$ cat src/rtl/fetch_queue_pkg.sv
//------------------------------------------------------------------------------
// fetch_queue_pkg : shared constants and entry type for the fetch queue
// Revision: 1.0
//------------------------------------------------------------------------------
`default_nettype none

package fetch_queue_pkg;

    localparam logic [31:0] C_NOP = 32'h0000_0000;

    localparam logic [1:0] TAKE_NONE = 2'b00;
    localparam logic [1:0] TAKE_ONE  = 2'b01;
    localparam logic [1:0] TAKE_BOTH = 2'b10;

    typedef struct packed {
        logic [31:0] inst1;
        logic [31:0] inst2;
        logic [31:0] pc;
    } fq_entry_t;

endpackage

`default_nettype wire

$ cat src/rtl/fq_ram.sv
//------------------------------------------------------------------------------
// fq_ram : DEPTH x 96-bit entry storage, synchronous write, combinational read
// Revision: 1.0
//------------------------------------------------------------------------------
`default_nettype none

module fq_ram
    import fetch_queue_pkg::*;
#(
    parameter int DEPTH = 4,
    parameter int AW    = $clog2(DEPTH)
) (
    input  logic            clk,
    input  logic            wr_en,
    input  logic [AW-1:0]   wr_addr,
    input  fq_entry_t       wr_data,
    input  logic [AW-1:0]   rd_addr,
    output fq_entry_t       rd_data
);

    fq_entry_t r_mem [DEPTH];

    always_ff @(posedge clk) begin
        if (wr_en) begin
            r_mem[wr_addr] <= wr_data;
        end
    end

    assign rd_data = r_mem[rd_addr];

endmodule

`default_nettype wire

$ cat src/rtl/fetch_queue.sv
//------------------------------------------------------------------------------
// fetch_queue : instruction-pair queue between fetch and decode, with
//               half-pair consumption and flush on branch redirect
// Revision: 1.0
//------------------------------------------------------------------------------
`default_nettype none

module fetch_queue
    import fetch_queue_pkg::*;
#(
    parameter int          DEPTH = 4,
    parameter logic [31:0] NOP   = C_NOP
) (
    input  logic                      clk,
    input  logic                      reset,
    input  logic                      flush,
    input  logic                      in_valid,
    output logic                      in_ready,
    input  logic [31:0]               in_inst1,
    input  logic [31:0]               in_inst2,
    input  logic [31:0]               in_pc,
    output logic                      out_valid,
    output logic [31:0]               out_inst1,
    output logic [31:0]               out_inst2,
    output logic [31:0]               out_pc,
    input  logic [1:0]                take,
    output logic [$clog2(DEPTH):0]    count
);

    localparam int AW = $clog2(DEPTH);
    localparam logic [AW:0] C_FULL = (AW+1)'(DEPTH);

    logic [AW-1:0] r_wr_ptr;
    logic [AW-1:0] r_rd_ptr;
    logic [AW:0]   r_count;
    logic          r_half;

    logic          w_push;
    logic          w_pop;
    logic          w_set_half;
    fq_entry_t     w_wr_data;
    fq_entry_t     w_head;

    assign in_ready  = (r_count < C_FULL);
    assign out_valid = (r_count != '0);
    assign count     = r_count;

    assign w_push     = in_valid && in_ready;
    assign w_pop      = out_valid && ((take == TAKE_BOTH) || ((take == TAKE_ONE) && r_half));
    assign w_set_half = out_valid && (take == TAKE_ONE) && !r_half;

    assign w_wr_data = '{inst1: in_inst1, inst2: in_inst2, pc: in_pc};

    fq_ram #(
        .DEPTH (DEPTH),
        .AW    (AW)
    ) u_ram (
        .clk     (clk),
        .wr_en   (w_push && !flush && !reset),
        .wr_addr (r_wr_ptr),
        .wr_data (w_wr_data),
        .rd_addr (r_rd_ptr),
        .rd_data (w_head)
    );

    always_ff @(posedge clk) begin
        if (reset || flush) begin
            r_wr_ptr <= '0;
            r_rd_ptr <= '0;
            r_count  <= '0;
            r_half   <= 1'b0;
        end else begin
            if (w_push) begin
                r_wr_ptr <= r_wr_ptr + 1'b1;
            end
            if (w_pop) begin
                r_rd_ptr <= r_rd_ptr + 1'b1;
                r_half   <= 1'b0;
            end else if (w_set_half) begin
                r_half   <= 1'b1;
            end
            case ({w_push, w_pop})
                2'b10:   r_count <= r_count + 1'b1;
                2'b01:   r_count <= r_count - 1'b1;
                default: r_count <= r_count;
            endcase
        end
    end

    // A half-consumed head shifts slot 2 into slot 1 and advances the PC.
    always_comb begin
        out_inst1 = NOP;
        out_inst2 = NOP;
        out_pc    = 32'h0;
        if (out_valid) begin
            if (r_half) begin
                out_inst1 = w_head.inst2;
                out_pc    = w_head.pc + 32'd4;
            end else begin
                out_inst1 = w_head.inst1;
                out_inst2 = w_head.inst2;
                out_pc    = w_head.pc;
            end
        end
    end

endmodule

`default_nettype wire

$ cat config.mk
export PLATFORM = sky130hd
export DESIGN_NAME = fetch_queue
export DESIGN_NICKNAME = d
export VERILOG_FILES = /design/src/rtl/fetch_queue_pkg.sv /design/src/rtl/fq_ram.sv /design/src/rtl/fetch_queue.sv
export SDC_FILE = /design/constraint.sdc
export NUM_CORES = 1
export LEC_CHECK = 0
export ABC_AREA = 1
export BUFFER_PORTS_ARGS = -buffer_cell sky130_fd_sc_hd__buf_2
export CELL_PAD_IN_SITES_DETAIL_PLACEMENT = 0
export CELL_PAD_IN_SITES_GLOBAL_PLACEMENT = 2
export CORE_MARGIN = 2
export CORE_UTILIZATION = 43
export CTS_BUF_LIST = sky130_fd_sc_hd__clkbuf_8
export CTS_CLUSTER_DIAMETER = 50
export DETAILED_ROUTE_END_ITERATION = 10
export PLACE_DENSITY = 0.95
export SETUP_SLACK_MARGIN = 0.3
export SLEW_MARGIN = 20
export SYNTH_ARGS = -nofsm -noshare
export SYNTH_HDL_FRONTEND = slang
export SYNTH_SLANG_ARGS = --single-unit
$ cat constraint.sdc
create_clock -name clk -period 10.65 [get_ports clk]
set_input_delay 2.13 -clock clk [delete_from_list [all_inputs] [get_ports clk]]
set_output_delay 2.13 -clock clk [all_outputs]
set_load 0.05 [all_outputs]
## After elaboration in Yosys (flattened, before gate mapping)

Memories as Yosys holds them, arrays and structs flattened. A register that Yosys moved wholly into a read port is not among the register bits.
Cells that the tools add are included.

| storage, ports and cells | value |
|---|---|
| RAM bits | 384 |
| memories | 1 |
| output and inout port bits | 101 |
| word-level logic and storage cells | 41 |
| register bits after elaboration | 8 |

Memory list:

| name | depth | width | rd ports | clocked after Yosys merged registers in | write ports | RTL line | source |
|---|---|---|---|---|---|---|---|
| u_ram.r_mem | 4 | 96 | 1 | 1 | 1 | fq_ram.sv:21 | `fq_entry_t r_mem [DEPTH];` |

| cells by class | value |
|---|---|
| equal/unequal tests | 4 |
| mux-type cells | 11 |
| reductions and logical operators | 15 |
| order comparisons | 1 |
| $add $sub $neg | 5 |

Operator list:

| cell | count |
|---|---|
| 32-bit 2-to-1 mux | 6 |
| 32-bit by 3-bit adder with 32-bit output, second input constant | 1 |
| 1-bit logical AND | 7 |
| 3-bit one-hot mux with 2 select lines | 1 |
| 2-bit by 1-bit adder with 2-bit output, second input constant | 2 |
| 2-bit by 1-bit == test with 1-bit output, second input constant | 2 |
| 2-bit == test, second input constant | 2 |
| 2-bit 2-to-1 mux | 2 |
| 3-bit by 1-bit adder with 3-bit output, second input constant | 1 |
| 1-bit logical NOT | 3 |
| 3-bit < comparator, second input constant | 1 |
| 3-bit nonzero test | 1 |
| 3-bit by 1-bit subtractor with 3-bit output, second input constant | 1 |
| 1-bit logical OR | 2 |
| 1-bit 2-to-1 mux | 2 |
| 2-bit nonzero test | 1 |
| 2-bit OR reduction | 1 |

## Longest topological paths before layout

| logic depth | value |
|---|---|
| depth after elaboration | 6 |
| gate-level depth with buffers | 16 |

## Modules after synthesis

Synthesis repeated with hierarchy kept, for this count alone.

| second synthesis, totals | value |
|---|---|
| cell total of the unflattened synthesis | 2,025 |
| area total of the unflattened synthesis | 18,423.9 um2 |

By module, submodules not included:

| module | times used | area each (um2) | cells each |
|---|---|---|---|
| fq_ram | 1 | 16,077.9 | 1,512 |
| fetch_queue | 1 | 2,346.0 | 513 |

## Least setup slack after synthesis

OpenSTA, ideal clock, no wires.

| timing | value |
|---|---|
| path kind | input-to-reg |
| start | input flush |
| end | memory u_ram.r_mem[0][0] (netlist name), enable pin |
| stages | 3 |
| arrival | 6.598 ns |
| setup slack | 3.500 ns |
| path buffers | 0 |
| required time | 10.098 ns |
| cell sequence | nor2_1 -> nand3_1 -> nor2_1 |

| between the ends | value |
|---|---|
| word-level cells in the longest chain between the ends | 5 |

RTL lines:

| what | RTL line | source |
|---|---|---|
| from (decl) | fetch_queue.sv:16 | `input logic flush,` |
| 1-bit logical NOT | fetch_queue.sv:59 | `.wr_en (w_push && !flush && !reset),` |
| 1-bit logical AND (2 in a row) | fetch_queue.sv:59 |  |
| 1-bit 2-to-1 mux | fq_ram.sv:24 | `if (wr_en) begin` |
| 1-bit 2-to-1 mux (implied by the code) | fq_ram.sv:25 | `r_mem[wr_addr] <= wr_data;` |
| to (decl) | fq_ram.sv:21 |  |

No other way between the ends.

==> flow_summary.yaml <==
place:
  gp_congestion: 0.832
  dp_hpwl_mm: 24.7
  portBuffers: 202
worst_hold_path:
  min_path_type: "reg2reg"
  hold_path_startpoint: "r_rd_ptr[1]"
clock_network:
  clk_latency_ns: 0.61
  cts_setup_buffers: 0
  numCtsBuffers: 68
  post_cts_resized: 0
  htree_levels: 3
  clockRootBuffer: "clkbuf_8"
  ctsHoldBuffers: 0
  clk_pin_slew_ns: 0.06
  tritoncts: "yes"
  cts_buffer_depth: 3
  clock-sinks: 394
setup_path:
  cp-end-kind: "primary output"
  startpoint_type: "register"
  path_delay_family: "buffers and inverters"
  crit_buf_inv: 3
  path_cells: "buf_4, buf_4, o21ai_0, o22ai_1, nand3_1, o21ai_0, buf_2"
  path_class: "reg2out"
  crit_fanout: 100
  worstReg2RegStart: "count[2]"
  cp.required_ns: 8.52
  worstPathArrival_ns: 3.76
  max_stage_delay_ns: 0.90
  slowest_stage: "buf_4"
cells_and_area:
  syn2layout_area_growth_pct: 15.6
  fillCellCount: 3438
  final_nets: 1803
  drive_gt1_frac: 0.197
timing:
  setup_violations: 0
  worst_slew_pin_slew_ns: 1.09
  slew_violations: 0
  max_freq_ghz: 0.170
  period_needed_ns: 5.89
  relSlewSlack: 0.272
  period_share: 0.553
  grt_setup_unrepaired: "no"
  hold_viol: 0
  tns_ns: 0
  finClkSkew_ns: 0.0335
synth:
  synth_top_area_frac: 0.684
  synth_cells: 1489
  synth_cell_types: 33
  synth.area.top_cells: "edfxtp_1 68%, nand2_1 8.5%, nor2_1 3.9%"
  synth_nets: 1598
  synth_area_leader_cell: "edfxtp_1"
  syn_area_per_cell_um2: 11.3
  seq_area_frac_synth: 0.696
  synth_seq_cells: 394
  ys_warn_count: 0
  syn_area_um2: 16900
power:
  p_seq_frac: 0.535
  p_int_mw: 2.41
  p_switching_uw: 812
  comb_power_share: 0.081
  power_mw: 3.23
  clockPowerShare: 0.384
  leakage_nw: 7.47
  p_per_area_nw_per_um2: 166
  ir_drop_v: 0.000138
  switching_share: 0.252
floorplan:
  die_area_um2: 40800
  die_w_um: 202
  num_rows: 72
  ioPinCount: 203
  fp.dieH_um: 202
  initial_core_util: 0.436
  core_area_um2: 38600
routing:
  wire_per_inst_um: 18.6
  viasPerCell: 5.20
  firstDrtPassIters: 7
  drcViolationCount: 0
  wl_mm: 42.2
  dr_total_vias: 11826
  ant_nets: 0
  drtIter0Drc: 700
flow_run:
  maxCapViolCount: 0
global_route:
  grt_use_total: 0.205
  globalRouteOverflowTotal: 0
  antenna_found_initial: 13
  grt_max_degree: 196
  grt_pass1_wl_mm: 64.1
  grt_pass1_vias: 11329
run_status:
  status: "finished clean"
## state kept, by name, summed over array words and instances (netlist names), named ones only
name         cells
u_ram.r_mem    384
count            3
r_rd_ptr         2
r_wr_ptr         2
r_half           1
## kinds of logic after synthesis
kind of cell	count (synthesis)	synth area share
fa+ha+maj	7	0.00564
flops	394	0.696
compound gates	245	0.0852
simple gates	716	0.176
buf+inv	127	0.0373
## synth_stat cells
cell type	n
buf_6	10
edfxtp_1	384
nor3_2	1
a31oi_1	1
a21oi_1	57
clkinv_1	1
o21ai_0	108
a211oi_1	2
nor2_1	173
dfxtp_1	10
nand3_2	2
nand3_1	117
inv_2	4
nand4_1	4
o22ai_1	33
a32o_1	32
nor3_1	7
buf_1	4
nand2_1	382
o21ai_1	11
buf_2	32
clkbuf_1	29
inv_8	1
fa_1	1
nor4_1	1
buf_4	8
nor2_2	14
o21a_1	1
nand3b_1	2
ha_1	6
nand2_2	9
inv_1	38
nor2_4	4
## per-layer routing
layer | up-vias | GRT usage | share of wire
met5 | - | 0 | 0.0011
met4 | 8 | 0.0714 | 0.025
met3 | 82 | 0.0527 | 0.064
met2 | 326 | 0.339 | 0.48
met1 | 5687 | 0.262 | 0.43
li1 | 5723 | - | -
## power by group through the flow
stage	sequential (mW)	clock (mW)	combinational (mW)
2_1_floorplan	1.76	0	0.171
3_3_place_gp	1.76	0	0.260
3_5_place_dp	1.76	0	0.263
4_1_cts	1.73	1.27	0.264
5_1_grt	1.73	1.34	0.282
6_report	1.73	1.24	0.263
## worst reg2reg max path, stage by stage (launching register included)
cell and delay [ns]:
dfxtp_1 0.34, inv_1 0.13, nand3_1 0.35, nor2_4 0.18, buf_4 0.57, buf_4 0.85
## path summary, 6_finish.rpt
kind	endpoint	slack [ns]	cells after the start
worst max-delay path	out_inst1[31]	4.76	7
worst min-delay path	register	0.46	2
worst min register to register	register	0.46	2
worst max register to register	u_ram.r_mem[1][4]	7.81	5
## cells in the final DEF (no fill, tap or decap), types with 2 or more instances in the layout
master      n
diode_2    11
nor3_1      7
nor2_2     14
clkinv_2    6
nor2_4      8
nand2_2     9
a32o_1     32
inv_8       2
clkinv_1   18
inv_2       3
o21ai_1    11
ha_1        6
edfxtp_1  384
buf_2     202
clkbuf_8   68
inv_12      2
nor2_1    169
nand2_1   382
buf_4      16
nand3_1   117
nand3b_1    2
a21oi_1    57
o22ai_1    33
inv_6       3
nand4_1     4
inv_1      57
dfxtp_1     8
a211oi_1    2
o21ai_0   108
nand3_2     2
## stage by stage
step	setup slack [ns]	util	std cells	hold slack, ns	cell area [µm²]
2_1_floorplan	3.50	-	1489	0.436	16900
4_1_cts	4.68	0.503	2262	0.462	19500
6_report	4.76	0.504	2273	0.463	19500
5_1_grt	4.39	0.504	2267	0.486	19500
3_5_place_dp	5.35	0.472	2142	0.452	18200
3_3_place_gp	5.38	0.471	2142	0.445	18200
## cell type report
cell class	count	area (µm²)	area share
Clock inverter	52	293	0.0150
Timing Repair Buffer	218	1130	0.0580
Antenna cell	11	27.5	0.00141
Multi-Input combinational cell	968	4540	0.233
Sequential cell	394	11700	0.602
Inverter	44	180	0.00924
Clock buffer	68	936	0.0480
Tap cell	518	648	0.0333
Note: power is estimated with default switching activity, not from simulation.
